`src/rtl/mc_pkg.sv`:
```
// Shared encodings for the multi-cycle MIPS control FSM: states, ALU/mux codes, opcodes.
// The TRAP state is only reachable when MULTICYCLE_ILLEGAL_TRAP_EN is defined.
package mc_pkg;

  typedef enum logic [3:0] {
    S_FETCH     = 4'd0,
    S_DECODE    = 4'd1,
    S_MEM_ADDR  = 4'd2,
    S_MEM_READ  = 4'd3,
    S_MEM_WB    = 4'd4,
    S_MEM_WRITE = 4'd5,
    S_EXECUTE   = 4'd6,
    S_R_WB      = 4'd7,
    S_BRANCH    = 4'd8,
    S_JUMP      = 4'd9,
    S_IMM_EXEC  = 4'd10,
    S_IMM_WB    = 4'd11,
    S_TRAP      = 4'd12
  } state_e;

  localparam logic [2:0] ALU_ADD   = 3'b000;
  localparam logic [2:0] ALU_SUB   = 3'b001;
  localparam logic [2:0] ALU_FUNCT = 3'b010;
  localparam logic [2:0] ALU_SLT   = 3'b011;
  localparam logic [2:0] ALU_AND   = 3'b100;
  localparam logic [2:0] ALU_OR    = 3'b101;

  localparam logic [1:0] SRCB_B       = 2'b00;
  localparam logic [1:0] SRCB_FOUR    = 2'b01;
  localparam logic [1:0] SRCB_IMM     = 2'b10;
  localparam logic [1:0] SRCB_IMM_SH2 = 2'b11;

  localparam logic [1:0] PCSRC_ALU    = 2'b00;
  localparam logic [1:0] PCSRC_ALUOUT = 2'b01;
  localparam logic [1:0] PCSRC_JUMP   = 2'b10;

  localparam logic [5:0] OP_RTYPE = 6'b000000;
  localparam logic [5:0] OP_ADDI  = 6'b001000;
  localparam logic [5:0] OP_ANDI  = 6'b001100;
  localparam logic [5:0] OP_ORI   = 6'b001101;
  localparam logic [5:0] OP_SLTI  = 6'b001010;
  localparam logic [5:0] OP_LW    = 6'b100011;
  localparam logic [5:0] OP_SW    = 6'b101011;
  localparam logic [5:0] OP_BEQ   = 6'b000100;
  localparam logic [5:0] OP_J     = 6'b000010;

  typedef struct packed {
    logic       pc_write;
    logic       pc_write_cond;
    logic       iord;
    logic       mem_read;
    logic       mem_write;
    logic       ir_write;
    logic       mem_to_reg;
    logic       reg_dst;
    logic       reg_write;
    logic       alu_src_a;
    logic       ext_op;
    logic [1:0] alu_src_b;
    logic [1:0] pc_source;
    logic [2:0] alu_op;
    logic       illegal;
  } ctrl_t;

  // Logical immediates (andi/ori) take a zero-extended immediate; the rest sign-extend.
  function automatic logic imm_zero_ext(input logic [5:0] op);
    return (op == OP_ANDI) || (op == OP_ORI);
  endfunction

  function automatic logic [2:0] imm_alu_op(input logic [5:0] op);
    logic [2:0] code;
    case (op)
      OP_ANDI: code = ALU_AND;
      OP_ORI:  code = ALU_OR;
      OP_SLTI: code = ALU_SLT;
      default: code = ALU_ADD;
    endcase
    return code;
  endfunction

endpackage

```
`src/rtl/multicycle_control_if.sv`:
```
// Control bundle between the multi-cycle FSM (master) and the shared datapath (slave).
interface multicycle_control_if;
  logic [5:0]  opcode;
  logic        mem_ready;
  logic        PCWrite;
  logic        PCWriteCond;
  logic        IorD;
  logic        MemRead;
  logic        MemWrite;
  logic        IRWrite;
  logic        MemToReg;
  logic        RegDst;
  logic        RegWrite;
  logic        ALUSrcA;
  logic        ExtOp;
  logic [1:0]  ALUSrcB;
  logic [1:0]  PCSource;
  logic [2:0]  ALUOp;
  logic [3:0]  state;
  logic [31:0] instret;
  logic        illegal;

  modport master (
    input  opcode, mem_ready,
    output PCWrite, PCWriteCond, IorD, MemRead, MemWrite, IRWrite,
           MemToReg, RegDst, RegWrite, ALUSrcA, ExtOp, ALUSrcB, PCSource,
           ALUOp, state, instret, illegal
  );

  modport slave (
    output opcode, mem_ready,
    input  PCWrite, PCWriteCond, IorD, MemRead, MemWrite, IRWrite,
           MemToReg, RegDst, RegWrite, ALUSrcA, ExtOp, ALUSrcB, PCSource,
           ALUOp, state, instret, illegal
  );
endinterface

```
`src/rtl/mc_output_decode.sv`:
```
// Moore decode of FSM state (plus latched opcode) into datapath controls.
// The illegal flag is only driven when MULTICYCLE_ILLEGAL_TRAP_EN is defined.
module mc_output_decode
  import mc_pkg::*;
(
  input  state_e     state_i,
  input  logic [5:0] op_i,
  input  logic       mem_ready_i,
  output ctrl_t      ctrl_o
);

  always_comb begin
    ctrl_o = '0;
    case (state_i)
      S_FETCH: begin
        // IR and PC only update once the instruction word has actually arrived.
        ctrl_o.mem_read  = 1'b1;
        ctrl_o.alu_src_b = SRCB_FOUR;
        ctrl_o.alu_op    = ALU_ADD;
        ctrl_o.pc_source = PCSRC_ALU;
        ctrl_o.ir_write  = mem_ready_i;
        ctrl_o.pc_write  = mem_ready_i;
      end
      S_DECODE: begin
        ctrl_o.alu_src_b = SRCB_IMM_SH2;
        ctrl_o.alu_op    = ALU_ADD;
      end
      S_MEM_ADDR: begin
        ctrl_o.alu_src_a = 1'b1;
        ctrl_o.alu_src_b = SRCB_IMM;
        ctrl_o.alu_op    = ALU_ADD;
      end
      S_MEM_READ: begin
        ctrl_o.mem_read = 1'b1;
        ctrl_o.iord     = 1'b1;
      end
      S_MEM_WB: begin
        ctrl_o.reg_write  = 1'b1;
        ctrl_o.mem_to_reg = 1'b1;
      end
      S_MEM_WRITE: begin
        ctrl_o.mem_write = 1'b1;
        ctrl_o.iord      = 1'b1;
      end
      S_EXECUTE: begin
        ctrl_o.alu_src_a = 1'b1;
        ctrl_o.alu_src_b = SRCB_B;
        ctrl_o.alu_op    = ALU_FUNCT;
      end
      S_R_WB: begin
        ctrl_o.reg_write = 1'b1;
        ctrl_o.reg_dst   = 1'b1;
      end
      S_IMM_EXEC: begin
        ctrl_o.alu_src_a = 1'b1;
        ctrl_o.alu_src_b = SRCB_IMM;
        ctrl_o.alu_op    = imm_alu_op(op_i);
        ctrl_o.ext_op    = imm_zero_ext(op_i);
      end
      S_IMM_WB: begin
        ctrl_o.reg_write = 1'b1;
        ctrl_o.ext_op    = imm_zero_ext(op_i);
      end
      S_BRANCH: begin
        ctrl_o.alu_src_a     = 1'b1;
        ctrl_o.alu_src_b     = SRCB_B;
        ctrl_o.alu_op        = ALU_SUB;
        ctrl_o.pc_write_cond = 1'b1;
        ctrl_o.pc_source     = PCSRC_ALUOUT;
      end
      S_JUMP: begin
        ctrl_o.pc_write  = 1'b1;
        ctrl_o.pc_source = PCSRC_JUMP;
      end
`ifdef MULTICYCLE_ILLEGAL_TRAP_EN
      S_TRAP: begin
        ctrl_o.illegal = 1'b1;
      end
`endif
      default: begin
      end
    endcase
  end

endmodule

```
`src/rtl/multicycle_control.sv`:
```
// Multi-cycle MIPS control FSM with retired-instruction counter.
// MULTICYCLE_ILLEGAL_TRAP_EN: undefined opcodes park the FSM in TRAP instead of acting as NOPs.
module multicycle_control
  import mc_pkg::*;
(
  input  logic                       clk,
  input  logic                       rst_n,
  multicycle_control_if.master       bus
);

  state_e      state_q, state_d;
  logic [5:0]  op_q;
  logic [31:0] instret_q;
  logic        retire;
  ctrl_t       ctrl;

  always_comb begin
    state_d = S_FETCH;
    case (state_q)
      S_FETCH:     state_d = bus.mem_ready ? S_DECODE : S_FETCH;
      S_DECODE: begin
        case (bus.opcode)
          OP_LW, OP_SW:                       state_d = S_MEM_ADDR;
          OP_RTYPE:                           state_d = S_EXECUTE;
          OP_ADDI, OP_ANDI, OP_ORI, OP_SLTI:  state_d = S_IMM_EXEC;
          OP_BEQ:                             state_d = S_BRANCH;
          OP_J:                               state_d = S_JUMP;
`ifdef MULTICYCLE_ILLEGAL_TRAP_EN
          default:                            state_d = S_TRAP;
`else
          default:                            state_d = S_FETCH;
`endif
        endcase
      end
      S_MEM_ADDR:  state_d = (op_q == OP_SW) ? S_MEM_WRITE : S_MEM_READ;
      S_MEM_READ:  state_d = bus.mem_ready ? S_MEM_WB : S_MEM_READ;
      S_MEM_WB:    state_d = S_FETCH;
      S_MEM_WRITE: state_d = bus.mem_ready ? S_FETCH : S_MEM_WRITE;
      S_EXECUTE:   state_d = S_R_WB;
      S_R_WB:      state_d = S_FETCH;
      S_IMM_EXEC:  state_d = S_IMM_WB;
      S_IMM_WB:    state_d = S_FETCH;
      S_BRANCH:    state_d = S_FETCH;
      S_JUMP:      state_d = S_FETCH;
`ifdef MULTICYCLE_ILLEGAL_TRAP_EN
      S_TRAP:      state_d = S_TRAP;
`endif
      default:     state_d = S_FETCH;
    endcase
  end

  // An instruction retires when control returns to FETCH; a FETCH stall is not a retirement.
  assign retire = (state_d == S_FETCH) && (state_q != S_FETCH) && (state_q != S_TRAP);

  always_ff @(posedge clk or negedge rst_n) begin
    if (!rst_n) begin
      state_q   <= S_FETCH;
      op_q      <= '0;
      instret_q <= '0;
    end else begin
      state_q <= state_d;
      if (state_q == S_DECODE) begin
        op_q <= bus.opcode;
      end
      if (retire) begin
        instret_q <= instret_q + 32'd1;
      end
    end
  end

  mc_output_decode u_decode (
    .state_i     (state_q),
    .op_i        (op_q),
    .mem_ready_i (bus.mem_ready),
    .ctrl_o      (ctrl)
  );

  assign bus.PCWrite     = ctrl.pc_write;
  assign bus.PCWriteCond = ctrl.pc_write_cond;
  assign bus.IorD        = ctrl.iord;
  assign bus.MemRead     = ctrl.mem_read;
  assign bus.MemWrite    = ctrl.mem_write;
  assign bus.IRWrite     = ctrl.ir_write;
  assign bus.MemToReg    = ctrl.mem_to_reg;
  assign bus.RegDst      = ctrl.reg_dst;
  assign bus.RegWrite    = ctrl.reg_write;
  assign bus.ALUSrcA     = ctrl.alu_src_a;
  assign bus.ExtOp       = ctrl.ext_op;
  assign bus.ALUSrcB     = ctrl.alu_src_b;
  assign bus.PCSource    = ctrl.pc_source;
  assign bus.ALUOp       = ctrl.alu_op;
  assign bus.illegal     = ctrl.illegal;
  assign bus.state       = state_q;
  assign bus.instret     = instret_q;

endmodule

```
`src/flat_wrapper.sv`:
```
// flat-port wrapper written by rule: the top's interface ports become plain ports
module multicycle_control_flat import mc_pkg::*;
  (clk, rst_n, bus_opcode, bus_mem_ready, bus_PCWrite, bus_PCWriteCond, bus_IorD, bus_MemRead, bus_MemWrite, bus_IRWrite, bus_MemToReg, bus_RegDst, bus_RegWrite, bus_ALUSrcA, bus_ExtOp, bus_ALUSrcB, bus_PCSource, bus_ALUOp, bus_state, bus_instret, bus_illegal);
  multicycle_control_if bus_i ();
  input  logic clk;
  input  logic rst_n;
  input wire logic [$bits(bus_i.opcode)-1:0] bus_opcode;
  input wire logic [$bits(bus_i.mem_ready)-1:0] bus_mem_ready;
  output wire logic [$bits(bus_i.PCWrite)-1:0] bus_PCWrite;
  output wire logic [$bits(bus_i.PCWriteCond)-1:0] bus_PCWriteCond;
  output wire logic [$bits(bus_i.IorD)-1:0] bus_IorD;
  output wire logic [$bits(bus_i.MemRead)-1:0] bus_MemRead;
  output wire logic [$bits(bus_i.MemWrite)-1:0] bus_MemWrite;
  output wire logic [$bits(bus_i.IRWrite)-1:0] bus_IRWrite;
  output wire logic [$bits(bus_i.MemToReg)-1:0] bus_MemToReg;
  output wire logic [$bits(bus_i.RegDst)-1:0] bus_RegDst;
  output wire logic [$bits(bus_i.RegWrite)-1:0] bus_RegWrite;
  output wire logic [$bits(bus_i.ALUSrcA)-1:0] bus_ALUSrcA;
  output wire logic [$bits(bus_i.ExtOp)-1:0] bus_ExtOp;
  output wire logic [$bits(bus_i.ALUSrcB)-1:0] bus_ALUSrcB;
  output wire logic [$bits(bus_i.PCSource)-1:0] bus_PCSource;
  output wire logic [$bits(bus_i.ALUOp)-1:0] bus_ALUOp;
  output wire logic [$bits(bus_i.state)-1:0] bus_state;
  output wire logic [$bits(bus_i.instret)-1:0] bus_instret;
  output wire logic [$bits(bus_i.illegal)-1:0] bus_illegal;
  assign bus_i.opcode = bus_opcode;
  assign bus_i.mem_ready = bus_mem_ready;
  assign bus_PCWrite = bus_i.PCWrite;
  assign bus_PCWriteCond = bus_i.PCWriteCond;
  assign bus_IorD = bus_i.IorD;
  assign bus_MemRead = bus_i.MemRead;
  assign bus_MemWrite = bus_i.MemWrite;
  assign bus_IRWrite = bus_i.IRWrite;
  assign bus_MemToReg = bus_i.MemToReg;
  assign bus_RegDst = bus_i.RegDst;
  assign bus_RegWrite = bus_i.RegWrite;
  assign bus_ALUSrcA = bus_i.ALUSrcA;
  assign bus_ExtOp = bus_i.ExtOp;
  assign bus_ALUSrcB = bus_i.ALUSrcB;
  assign bus_PCSource = bus_i.PCSource;
  assign bus_ALUOp = bus_i.ALUOp;
  assign bus_state = bus_i.state;
  assign bus_instret = bus_i.instret;
  assign bus_illegal = bus_i.illegal;
  multicycle_control u_core (.clk(clk), .rst_n(rst_n), .bus(bus_i));
endmodule
```
`config.mk`:
```
export PLATFORM = sky130hd
export DESIGN_NAME = multicycle_control_flat
export DESIGN_NICKNAME = d
export VERILOG_FILES = /design/src/rtl/mc_pkg.sv /design/src/rtl/multicycle_control_if.sv /design/src/rtl/mc_output_decode.sv /design/src/rtl/multicycle_control.sv /design/src/flat_wrapper.sv
export SDC_FILE = /design/constraint.sdc
export NUM_CORES = 1
export LEC_CHECK = 0
export CAP_MARGIN = 20
export CORE_ASPECT_RATIO = 1.1
export CORE_MARGIN = 2
export CORE_UTILIZATION = 36
export DETAILED_ROUTE_END_ITERATION = 8
export PLACE_DENSITY = 0.71
export SYNTH_ARGS = -nofsm -noshare
export SYNTH_HDL_FRONTEND = slang
export SYNTH_SLANG_ARGS = --single-unit
```
`constraint.sdc`:
```
create_clock -name clk -period 3.7 [get_ports clk]
set_input_delay 0.74 -clock clk [delete_from_list [all_inputs] [get_ports clk]]
set_output_delay 0.74 -clock clk [all_outputs]
set_load 0.03 [all_outputs]
```
After elaboration in Yosys (flattened, before gate mapping)
Index checks and enable logic that the tools add are counted.

word-level totals
  bits of input ports = 9
  register bits = 42
  output and inout port bits = 55
  word-level logic and storage cells = 64

operators by class
  muxes and demuxes = 21
  reduce and logical (&&, ||, !) cells = 15
  $add $sub $neg = 1
  equal/unequal tests = 24

operators by type and width
  cell                                                  count
  equality test 6 x 4 -> 1 bit (second input constant)  7
  adder 32 x 1 -> 32 bit (second input constant)        1
  case mux 4 bit (7 select lines)                       1
  case mux 4 bit (5 select lines)                       1
  equality test 6 bit (second input constant)           3
  case mux 3 bit (3 select lines)                       2
  equality test 4 x 3 -> 1 bit (second input constant)  4
  equality test 4 bit (second input constant)           4
  2-to-1 mux 1 bit                                      11
  OR reduction 2 bit                                    5
  2-to-1 mux 3 bit                                      3
  equality test 4 x 2 -> 1 bit (second input constant)  2
  logical NOT 4 bit                                     2
  OR reduction 4 bit                                    2
  equality test 6 x 2 -> 1 bit (second input constant)  1
  equality test 6 x 3 -> 1 bit (second input constant)  1
  logical NOT 6 bit                                     1
  case mux 2 bit (3 select lines)                       1
  equality test 4 x 1 -> 1 bit (second input constant)  1
  != test 4 bit (second input constant)                 1
  case mux 2 bit (2 select lines)                       1
  nonzero test 4 bit                                    1
  OR reduction 3 bit                                    1
  logical AND 1 bit                                     2
  other kinds (2)                                       2

Logic depth before layout (Yosys ltp)
Gate-level depths: netlist of run 1.

  depth after elaboration = 7
  mapped depth = 9
  depth with buffers taken out = 6

By module
A second synthesis of run 1 with hierarchy kept.

second synthesis, totals
  cell total of the unflattened synthesis = 264
  area total of the unflattened synthesis = 2726.4 µm²

by module, submodules not included
  module              area an instance (µm²)  cells each  seq. area each (µm²)  times used
  multicycle_control  2453.6                  222         1051.0                1
  mc_output_decode    272.8                   42          0.0                   1

Least setup slack after synthesis of run 1
Ideal clock, no wire load.

  kind = register to output
  start = reg u_core.state_q[2] (netlist: u_core.bus.state[2])
  end = out bus_RegWrite
  arrival time = 2.031 ns
  setup slack = 0.929 ns
  path buffers = 2
  data required time = 2.960 ns
  cell stages (with the launch flop) = 6
  path through = dfrtp_1 -> buf_4 -> buf_4 -> nand2_1 -> nor3_1 -> o21bai_1

on the way
  cells in the longest elaborated chain, start to end = 3
  elaborated cells between the ends (all ways) = 5
  classes of those cells = eq/ne (3); mux (1); reduce/logical (1)

ends and longest elaborated chain
  what                                                                 RTL line                  source
  start, declared                                                      multicycle_control.sv:11  state_e state_q, state_d;
  start signal, assigned                                               multicycle_control.sv:61  state_q <= state_d;
  equality test 4 x 3 -> 1 bit or equality test 4 bit (tied branches)  mc_output_decode.sv:14    case (state_i)
  OR reduction 3 bit (no line) (*)                                     --
  2-to-1 mux 1 bit (*)                                                 mc_output_decode.sv:14
  end, declared                                                        flat_wrapper.sv:17        output wire logic [$bits(bus_i.RegWrite)-1:0] bus_RegWrite;

Every way passes the cells marked *; elsewhere a longest branch is shown, timed or not.

Worst setup path in the final report of run 1
  start = reg u_core.state_q[2] (netlist: u_core.bus.state[2])
  end = out bus_ALUOp[1]

on the way
  cells in the longest elaborated chain, start to end = 2
  elaborated cells between the ends (all ways) = 4
  classes of those cells = eq/ne (3); mux (1)

ends and longest elaborated chain
  what                                                                 RTL line                source
  equality test 4 bit or equality test 4 x 3 -> 1 bit (tied branches)  mc_output_decode.sv:14
  case mux 3 bit (3 select lines) (*)                                  mc_output_decode.sv:14
  end, declared                                                        flat_wrapper.sv:22      output wire logic [$bits(bus_i.ALUOp)-1:0] bus_ALUOp;

Marks and branches as above.

==> run metrics, run 1 <==
commonest cells in the netlist=dfrtp_1 (42), xor2_1 (31), nor3_1 (22); top cell type's share of synthesized area=0.4042; Async SR Flop Fraction=1.000; Post-Route WL=5.890 mm; area delta synth->final=27.00%; global route overflow=0; gate count of the mapped netlist=254; hold_buf cts=0; syn_area_per_cell=10.24 um2; post-synth net total=264; largest net degree at the start of global routing=43; TritonCTS buffer count=5; count leader, synth=dfrtp_1; H-tree depth reported by CTS=2; CP Max Fanout=18; overall routing resource usage=0.1595; initial antenna violation count=0; Max VDD drop=0.0004833 V; Gates resized, CTS repair=0; Placed Area=3226 um2; final max-slew violation count=0; Detail Route Antenna Nets=0; Synth Flop Type=dfrtp_1; Clock Tree Root=clkbuf_8; Max-Slew Margin vs Limit=0.3879; post-synthesis register bit count=42; synth top area cells=dfrtp_1 (40%), xor2_1 (10%), nor3_1 (4.2%), nor4_2 (3.8%), buf_6 (3.0%); die width=85.03 um; Least-Margin Pin Slew=0.9182 ns; clk_lat worst skew=0.29 ns; vias per cell=5.364; design area=3302 um2; FILL cells=653; CTS max path bufs=2; number of flops mapped to enable cells by yosys=0; Setup TNS Final=0 ns; CP arrival=2.44 ns; drt initial violations=81; Post-Synthesis Cell Area=2600 um2; clock transition at the registers of the reported paths=0.08 ns; nets=323; Setup WS pre-CTS=0.4821 ns; crit start category=flop; Vias=2,135; final hold violation count=0; DIE AREA=7919 um2; Routed WL per cell=14.80 um; area leader, netlist=dfrtp_1; clk sinks=42; worst min path class=reg2reg; endpoints failing setup=0; Initial Util=0.3711; final critical-path share of the clock period=0.8605; DIE HEIGHT=93.13 um; hold slack final=0.4755 ns; Design Power=0.001967 W; CORE AREA=7007 um2; RSZ-0062 raised after global routing=false; Site Rows=32; static leakage=1.465 nW; Req. time, crit path=2.96 ns; Pre-antenna DRT Iters=4; Pwr Density=595.8 nW/um2; CP endpoint kind=primary output; status=completed; Final min period=3.184 ns; DP Wirelength=4.340 mm; post-CTS setup buffers=0; library cells used by synthesis=51; antenna cells=0; CTS tree=built; # IOs=64; setup ws final=0.5160 ns; maxcap violations=0; Final GP Congestion=0.8031; WS Path Type=reg2out; first-pass GRT wire length=10.43 mm; input/output buffers=62; number of global-route vias before repair=2,119; DRC Markers=0; ratio of cells with drive above 1 in the final layout=0.1406; Seq/Total Area, Yosys=0.4042; Yosys Warn Count=0; fmax=314.1 MHz; clk_skew=0.005151 ns
-- worst max-delay path, stage by stage (launching register included) --
cell and delay, ns:
dfrtp_1 0.57, nand2b_1 0.29, nor3_1 0.36, nand2_1 0.08
a21oi_1 0.17, clkdlybuf4s50_1 0.69
-- layout make-up --
cell class / count / area [um2] / area share
multi-input combinational: 192 / 1404 / 0.4252
sequential: 42 / 1051 / 0.3183
timing repair buffer: 65 / 638.1 / 0.1933
tap: 85 / 106.4 / 0.03221
clock buffer: 7 / 76.32 / 0.02311
inverter: 7 / 26.28 / 0.007958
-- final timing paths --
check | start | endpoint | slack, ns | cells after the start
min reg2reg | u_core.bus.instret[31] | u_core.bus.instret[31] | 0.48 | 1
min | u_core.bus.instret[31] | u_core.bus.instret[31] | 0.48 | 1
max in group asynchronous | rst_n | u_core.op_q[1] | 2.54 | 1
max | u_core.bus.state[2] | bus_ALUOp[1] | 0.52 | 5
max reg2reg | u_core.bus.state[1] | u_core.bus.instret[30] | 1.05 | 7
min in group asynchronous | rst_n | u_core.bus.instret[4] | 0.58 | 1
-- cell families (layout without fill, tap and decap cells) --
| kind of cell | Yosys count | count (layout) | synth area share |
|---|---|---|---|
| other | 1 | 1 | 0.001442 |
| xor gates and xnor gates | 33 | 33 | 0.1112 |
| adders and majority gates | 1 | 1 | 0.004812 |
| muxes | 6 | 6 | 0.02743 |
| buffers and inverters | 20 | 79 | 0.05583 |
| and+or+nand+nor | 130 | 130 | 0.3248 |
| AOI/OAI and AO/OA | 21 | 21 | 0.07026 |
| DFF | 42 | 42 | 0.4042 |
-- metrics by stage --
stage               std cells    util
floorplan                 254       -
global placement          391  0.4604
detailed placement        391  0.4604
CTS                       398  0.4713
global route              398  0.4713
finish                    398  0.4713
-- registers in the layout, summed over array words and instances, names as in the netlist --
signal	count
u_core.bus.instret	32
u_core.op_q	6
u_core.bus.state	4
-- metal layers --
metal | wire, um | up-vias | part of all wire | track usage
li1 | - | 1029 | - | -
met4 | 50 | 0 | 0.0085 | 0.03439
met5 | 0 | - | 0 | 0
met3 | 383 | 6 | 0.065 | 0.03530
met1 | 2590 | 1034 | 0.44 | 0.2130
met2 | 2866 | 66 | 0.49 | 0.2656
-- where the power goes --
| group | total, W | switching, W | internal, W | leakage (nW) |
|---|---|---|---|---|
| clock network | 0.000272 | 0.000142 | 0.000130 | 0.0383 |
| registers | 0.000674 | 0.000136 | 0.000537 | 0.555 |
| logic | 0.00102 | 0.000613 | 0.000408 | 0.872 |
-- placed cells by master (no fill, tap or decap), types with 3 or more instances in the layout --
master            n
nor3_1           22
clkbuf_8          5
nor2_1           12
nor4_1            5
mux2_2            5
nand2_1          21
and3_1           11
buf_4             3
nor3b_1           4
xor2_1           31
nor4_2            8
dfrtp_1          42
nand2b_1          5
a21oi_1           8
clkdlybuf4s50_1  61
nand3_1          12
nand4_1           5
inv_1             7
or2_2             3
(Power assumes the default switching activity.)
==> run 2: changes to the inputs <==
--- a/config.mk
+++ b/config.mk
@@ -13,4 +13,5 @@
 export PLACE_DENSITY = 0.71
 export SYNTH_ARGS = -nofsm -noshare
 export SYNTH_HDL_FRONTEND = slang
+export SYNTH_HIERARCHICAL = 1
 export SYNTH_SLANG_ARGS = --single-unit
==> constraint.sdc (replaced) <==
create_clock -name clk -period 3.5 [get_ports clk]
set_input_delay 0.7 -clock clk [delete_from_list [all_inputs] [get_ports clk]]
set_output_delay 0.7 -clock clk [all_outputs]
set_load 0.03 [all_outputs]
==> run metrics, run 2 <==
Max-Slew Margin vs Limit=0.3742; Pwr Density=669.9 nW/um2; final critical-path share of the clock period=0.8708; Post-Synthesis Cell Area=2726 um2; r2r endpoint=u_core/bus.instret[1]; worst r2r src=u_core/bus.state[3]; overall routing resource usage=0.1566; post-CTS setup buffers=0; nets=326; Routed WL per cell=15.66 um; DIE HEIGHT=95.27 um; Gates resized, CTS repair=0; Async SR Flop Fraction=1.000; number of flops mapped to enable cells by yosys=0; Initial Util=0.3689; CP top delay family=flip-flops; Clock Tree Root=clkbuf_8; met2 usage=0.2672; clk sinks=42; gate count of the mapped netlist=264; global route overflow=0; top cell type's share of synthesized area=0.3855; WP depth=4; cell internal pwr=0.001296 W; Site Rows=33; DP Wirelength=4.546 mm; Synth Flop Type=dfrtp_1; final max-slew violation count=0; maxcap violations=0; worst min path class=reg2reg; post-synthesis register bit count=42; count leader, synth=dfrtp_1; synth top area cells=dfrtp_1 (39%), xnor2_1 (6.7%), nand4_1 (4.1%), nor4_2 (3.2%), xor2_1 (3.2%); input/output buffers=62; critical path, cell by cell=nor2b_1 > nand4_1 > a21oi_1 > clkdlybuf4s50_1; CP arrival=2.35 ns; Gate power share=0.508; routing usage on met1=0.2003; Req. time, crit path=2.80 ns; H-tree depth reported by CTS=2; Setup TNS Final=0 ns; post-synth net total=274; Yosys Warn Count=6; CP startpoint=u_core/bus.state[3]; CTS tree=built; first-pass GRT wire length=10.33 mm; NetSw=0.001007 W; CP Max Fanout=21; Worst path max stage delay=0.90 ns; Buf+Inv Stages, Crit Path=1; Sw Share=0.4371; DIE AREA=8286 um2; # IOs=64; clk_skew=0.01201 ns; Least-Margin Pin Slew=0.9386 ns; number of global-route vias before repair=2,114; library cells used by synthesis=62; initial antenna violation count=0; fmax=328.1 MHz; RSZ-0062 raised after global routing=false; hold_buf cts=0; global routing usage on met3=0.02338; R2R Setup Slk=0.76 ns; commonest cells in the netlist=dfrtp_1 (42), xnor2_1 (21), nand4_1 (18); CTS max path bufs=2; CP endpoint=bus_ALUOp[1]; CP endpoint kind=primary output; static leakage=1.398 nW; Final min period=3.048 ns; most common cell after layout, fill and taps aside=clkdlybuf4s50_1; syn_area_per_cell=10.33 um2; CORE AREA=7391 um2; drt initial violations=127; clk_lat worst skew=0.29 ns; crit start category=flop; area leader, netlist=dfrtp_1; DRC Markers=0; Pre-antenna DRT Iters=4; Crit-path slowest cell=dfrtp_1; ratio of cells with drive above 1 in the final layout=0.1392; final hold violation count=0; WS Path Type=reg2out; gr busiest metal=met2; clock share of power=0.171; Post-Route WL=6.309 mm; Seq/Total Area, Yosys=0.3855; largest net degree at the start of global routing=43; vias per cell=5.526; hold slack final=0.4928 ns; TritonCTS buffer count=5; leading cell types in the layout, fill and taps excluded=clkdlybuf4s50_1 (61), dfrtp_1 (42), xnor2_1 (21), nand4_1 (18), nand3_1 (16); share of power burned in registers=0.321; endpoints failing setup=0; die width=86.98 um; Final GP Congestion=0.8461; area delta synth->final=26.07%; status=completed; Detail Route Antenna Nets=0; Max VDD drop=0.0003883 V; max reg flops=32; antenna cells=0; reg2reg path depth=6; Vias=2,227; clock transition at the registers of the reported paths=0.08 ns
==> run 2: cell count changes after synthesis, sizes merged, moves of 5 or more <==
cell	delta
nand2	-15
xor2	-21
nor3	-9
xnor2	+20
nand4	+10
clkbuf	+5
nor2b	+5
==> run 2: how the worst min path moves through the flow <==
stage                                   to  depth (start not counted)  slack [ns]                   start
CTS                 u_core/bus.instret[14]                          1        0.50  u_core/bus.instret[14]
global placement    u_core/bus.instret[31]                          1        0.47  u_core/bus.instret[31]
global route        u_core/bus.instret[14]                          1        0.51  u_core/bus.instret[14]
floorplan            u_core/bus.instret[0]                          0        0.40                   rst_n
finish              u_core/bus.instret[14]                          1        0.49  u_core/bus.instret[14]
detailed placement   u_core/bus.instret[8]                          1        0.48   u_core/bus.instret[8]
==> run 2: worst register-to-register path, stage by stage, from the launching register on <==
cell	delay, ns
dfrtp_1	0.90
nor4b_4	0.19
and3b_1	0.25
a22o_2	0.28
nor4_4	0.51
nand2_1	0.19
mux2_2	0.31
==> run 2: final cells by class <==
cell class / count / area, um2
Tap cell: 87 / 108.9
Clock buffer: 6 / 82.58
Sequential cell: 42 / 1051
Inverter: 4 / 16.27
Multi-Input combinational cell: 199 / 1518
Timing Repair Buffer: 64 / 630.6
Fill cell: 687 / 3954
Clock inverter: 1 / 30.03
==> run 2: per-layer routing <==
layer,vias to the layer above,routed length (um)
met2,72,3109
li1,1066,-
met4,0,107
met1,1079,2788
met3,10,304
met5,-,0
==> run 2: through the flow <==
stage | worst slack, ns | instance area (um2) | utilization | total power [W] | std cells
after floorplan | 0.9259 | 2726 | - | 0.001610 | 264
after global placement | 0.4751 | 3324 | 0.4498 | 0.001887 | 396
after detailed placement | 0.3810 | 3324 | 0.4498 | 0.001918 | 396
after CTS | 0.4392 | 3437 | 0.4650 | 0.002312 | 403
after global routing | 0.3033 | 3437 | 0.4650 | 0.002441 | 403
final | 0.4523 | 3437 | 0.4650 | 0.002302 | 403
==> run 2: kinds of logic after synthesis <==
family          count (synthesis)  share of synthesized area
simple gates                  134                     0.3387
flops                          42                     0.3855
xor+xnor                       32                     0.1056
compound gates                 23                    0.07389
buf+inv                        23                    0.05782
mux                             8                    0.03259
fa+ha+maj                       1                   0.004589
other cells                     1                   0.001375
==> run 2: power groups by stage <==
stage | logic (W) | registers [W] | clock network (W)
finish | 0.00117 | 0.000740 | 0.000393
global route | 0.00126 | 0.000761 | 0.000414
CTS | 0.00117 | 0.000741 | 0.000399
detailed placement | 0.00117 | 0.000749 | 0
global placement | 0.00115 | 0.000741 | 0
floorplan | 0.000850 | 0.000760 | 0
==> run 3: changes to the inputs <==
--- a/config.mk
+++ b/config.mk
@@ -8,9 +8,9 @@
 export CAP_MARGIN = 20
 export CORE_ASPECT_RATIO = 1.1
 export CORE_MARGIN = 2
-export CORE_UTILIZATION = 36
+export CORE_UTILIZATION = 35
 export DETAILED_ROUTE_END_ITERATION = 8
-export PLACE_DENSITY = 0.71
+export PLACE_DENSITY = 0.69
 export SYNTH_ARGS = -nofsm -noshare
 export SYNTH_HDL_FRONTEND = slang
 export SYNTH_HIERARCHICAL = 1
==> run metrics, run 3 (synthesized netlist as in run 2, its figures left out) <==
initial antenna violation count=0; routing usage on met1=0.1852; Req. time, crit path=2.80 ns; worst r2r src=u_core/bus.state[3]; static leakage=1.393 nW; input/output buffers=62; TritonCTS buffer count=5; Setup WS pre-CTS=0.5742 ns; Clock Tree Root=clkbuf_8; final critical-path share of the clock period=0.8653; hold_buf cts=0; DP Wirelength=4.434 mm; first-pass GRT wire length=10.18 mm; worst min path class=reg2reg; Initial Util=0.3628; leading cell types in the layout, fill and taps excluded=clkdlybuf4s50_1 (61), dfrtp_1 (42), xnor2_1 (21), nand4_1 (18), nand3_1 (16); Pwr Density=650.0 nW/um2; drt initial violations=115; Gates resized, CTS repair=0; overall routing resource usage=0.1488; final max-slew violation count=0; CORE AREA=7515 um2; met2 usage=0.2563; CP arrival=2.33 ns; setup ws final=0.4715 ns; DRC Markers=0; Pre-antenna DRT Iters=4; CTS max path bufs=2; CP Max Fanout=21; endpoints failing setup=0; ratio of cells with drive above 1 in the final layout=0.1420; global route overflow=0; clock transition at the registers of the reported paths=0.07 ns; Least-Margin Pin Slew=0.9274 ns; die width=88.15 um; max reg flops=32; Post-Route WL=6.156 mm; fmax=330.2 MHz; Placed Area=3362 um2; Final min period=3.029 ns; RSZ-0062 raised after global routing=false; global routing usage on met3=0.03653; number of global-route vias before repair=2,127; Max-Slew Margin vs Limit=0.3817; # IOs=64; CP endpoint kind=primary output; gr busiest metal=met2; status=completed; Final GP Congestion=0.8491; Max VDD drop=0.0004698 V; nets=328; Design Power=0.002239 W; WS Path Type=reg2out; vias per cell=5.308; CTS tree=built; post-CTS setup buffers=0; Hold Startpoint=u_core/bus.instret[31]; most common cell after layout, fill and taps aside=clkdlybuf4s50_1; FILL cells=778; Detail Route Antenna Nets=0; antenna cells=0; clk_skew=0.003697 ns; largest net degree at the start of global routing=43; final hold violation count=0; Site Rows=33; H-tree depth reported by CTS=2; Routed WL per cell=14.59 um; maxcap violations=0; fin util=0.4584; area delta synth->final=26.34%; design area=3445 um2; crit start category=flop; clk sinks=42; Vias=2,240; DIE AREA=8512 um2; Setup TNS Final=0 ns; clk_lat worst skew=0.29 ns; CP startpoint=u_core/bus.state[3]; DIE HEIGHT=96.57 um
-- run 3: power breakdown --
part           total, W  internal, W  switching, W
Clock          0.000305     0.000152      0.000153
Sequential     0.000737     0.000571      0.000167
Combinational   0.00120     0.000518      0.000678
Total           0.00224      0.00124      0.000998
-- run 3: final timing paths --
kind	endpoint	cells past startpoint	slack, ns
worst max-delay path	bus_ALUOp[1]	4	0.47
worst min-delay path	u_core/bus.instret[31]	1	0.49
worst max register to register	u_core/bus.instret[16]	6	0.94
worst min register to register	u_core/bus.instret[31]	1	0.49
max in group asynchronous	u_core/bus.state[3]	1	2.38
min in group asynchronous	u_core/bus.instret[1]	1	0.55
-- run 3: cell type report --
type	instances	area (um2)	share of cell area
tap	105	131.4	0.03814
timing repair buffer	66	645.6	0.1874
sequential	42	1051	0.3051
multi-input combinational	199	1518	0.4406
clock buffer	6	82.58	0.02397
inverter	4	16.27	0.004722
-- run 3: critical path, cell delays in order, from the launching register on --
cell and delay, ns:
dfrtp_1 0.89, nor2b_1 0.21, nand4_1 0.10, a21oi_1 0.15
clkdlybuf4s50_1 0.68
-- run 3: routing by layer --
layer	wire length [um]	part of all wire	up-vias
li1	-	-	1062
met1	2728	0.44	1104
met2	3034	0.49	67
met3	324	0.053	7
met4	68	0.011	0
met5	0	0	-
-- run 3: per-stage QoR --
step / cells / hold WS, ns
4_1_cts: 422 / 0.4919
3_3_place_gp: 416 / 0.4663
5_1_grt: 422 / 0.5158
2_1_floorplan: 264 / 0.4044
3_5_place_dp: 416 / 0.4817
6_report: 422 / 0.4890
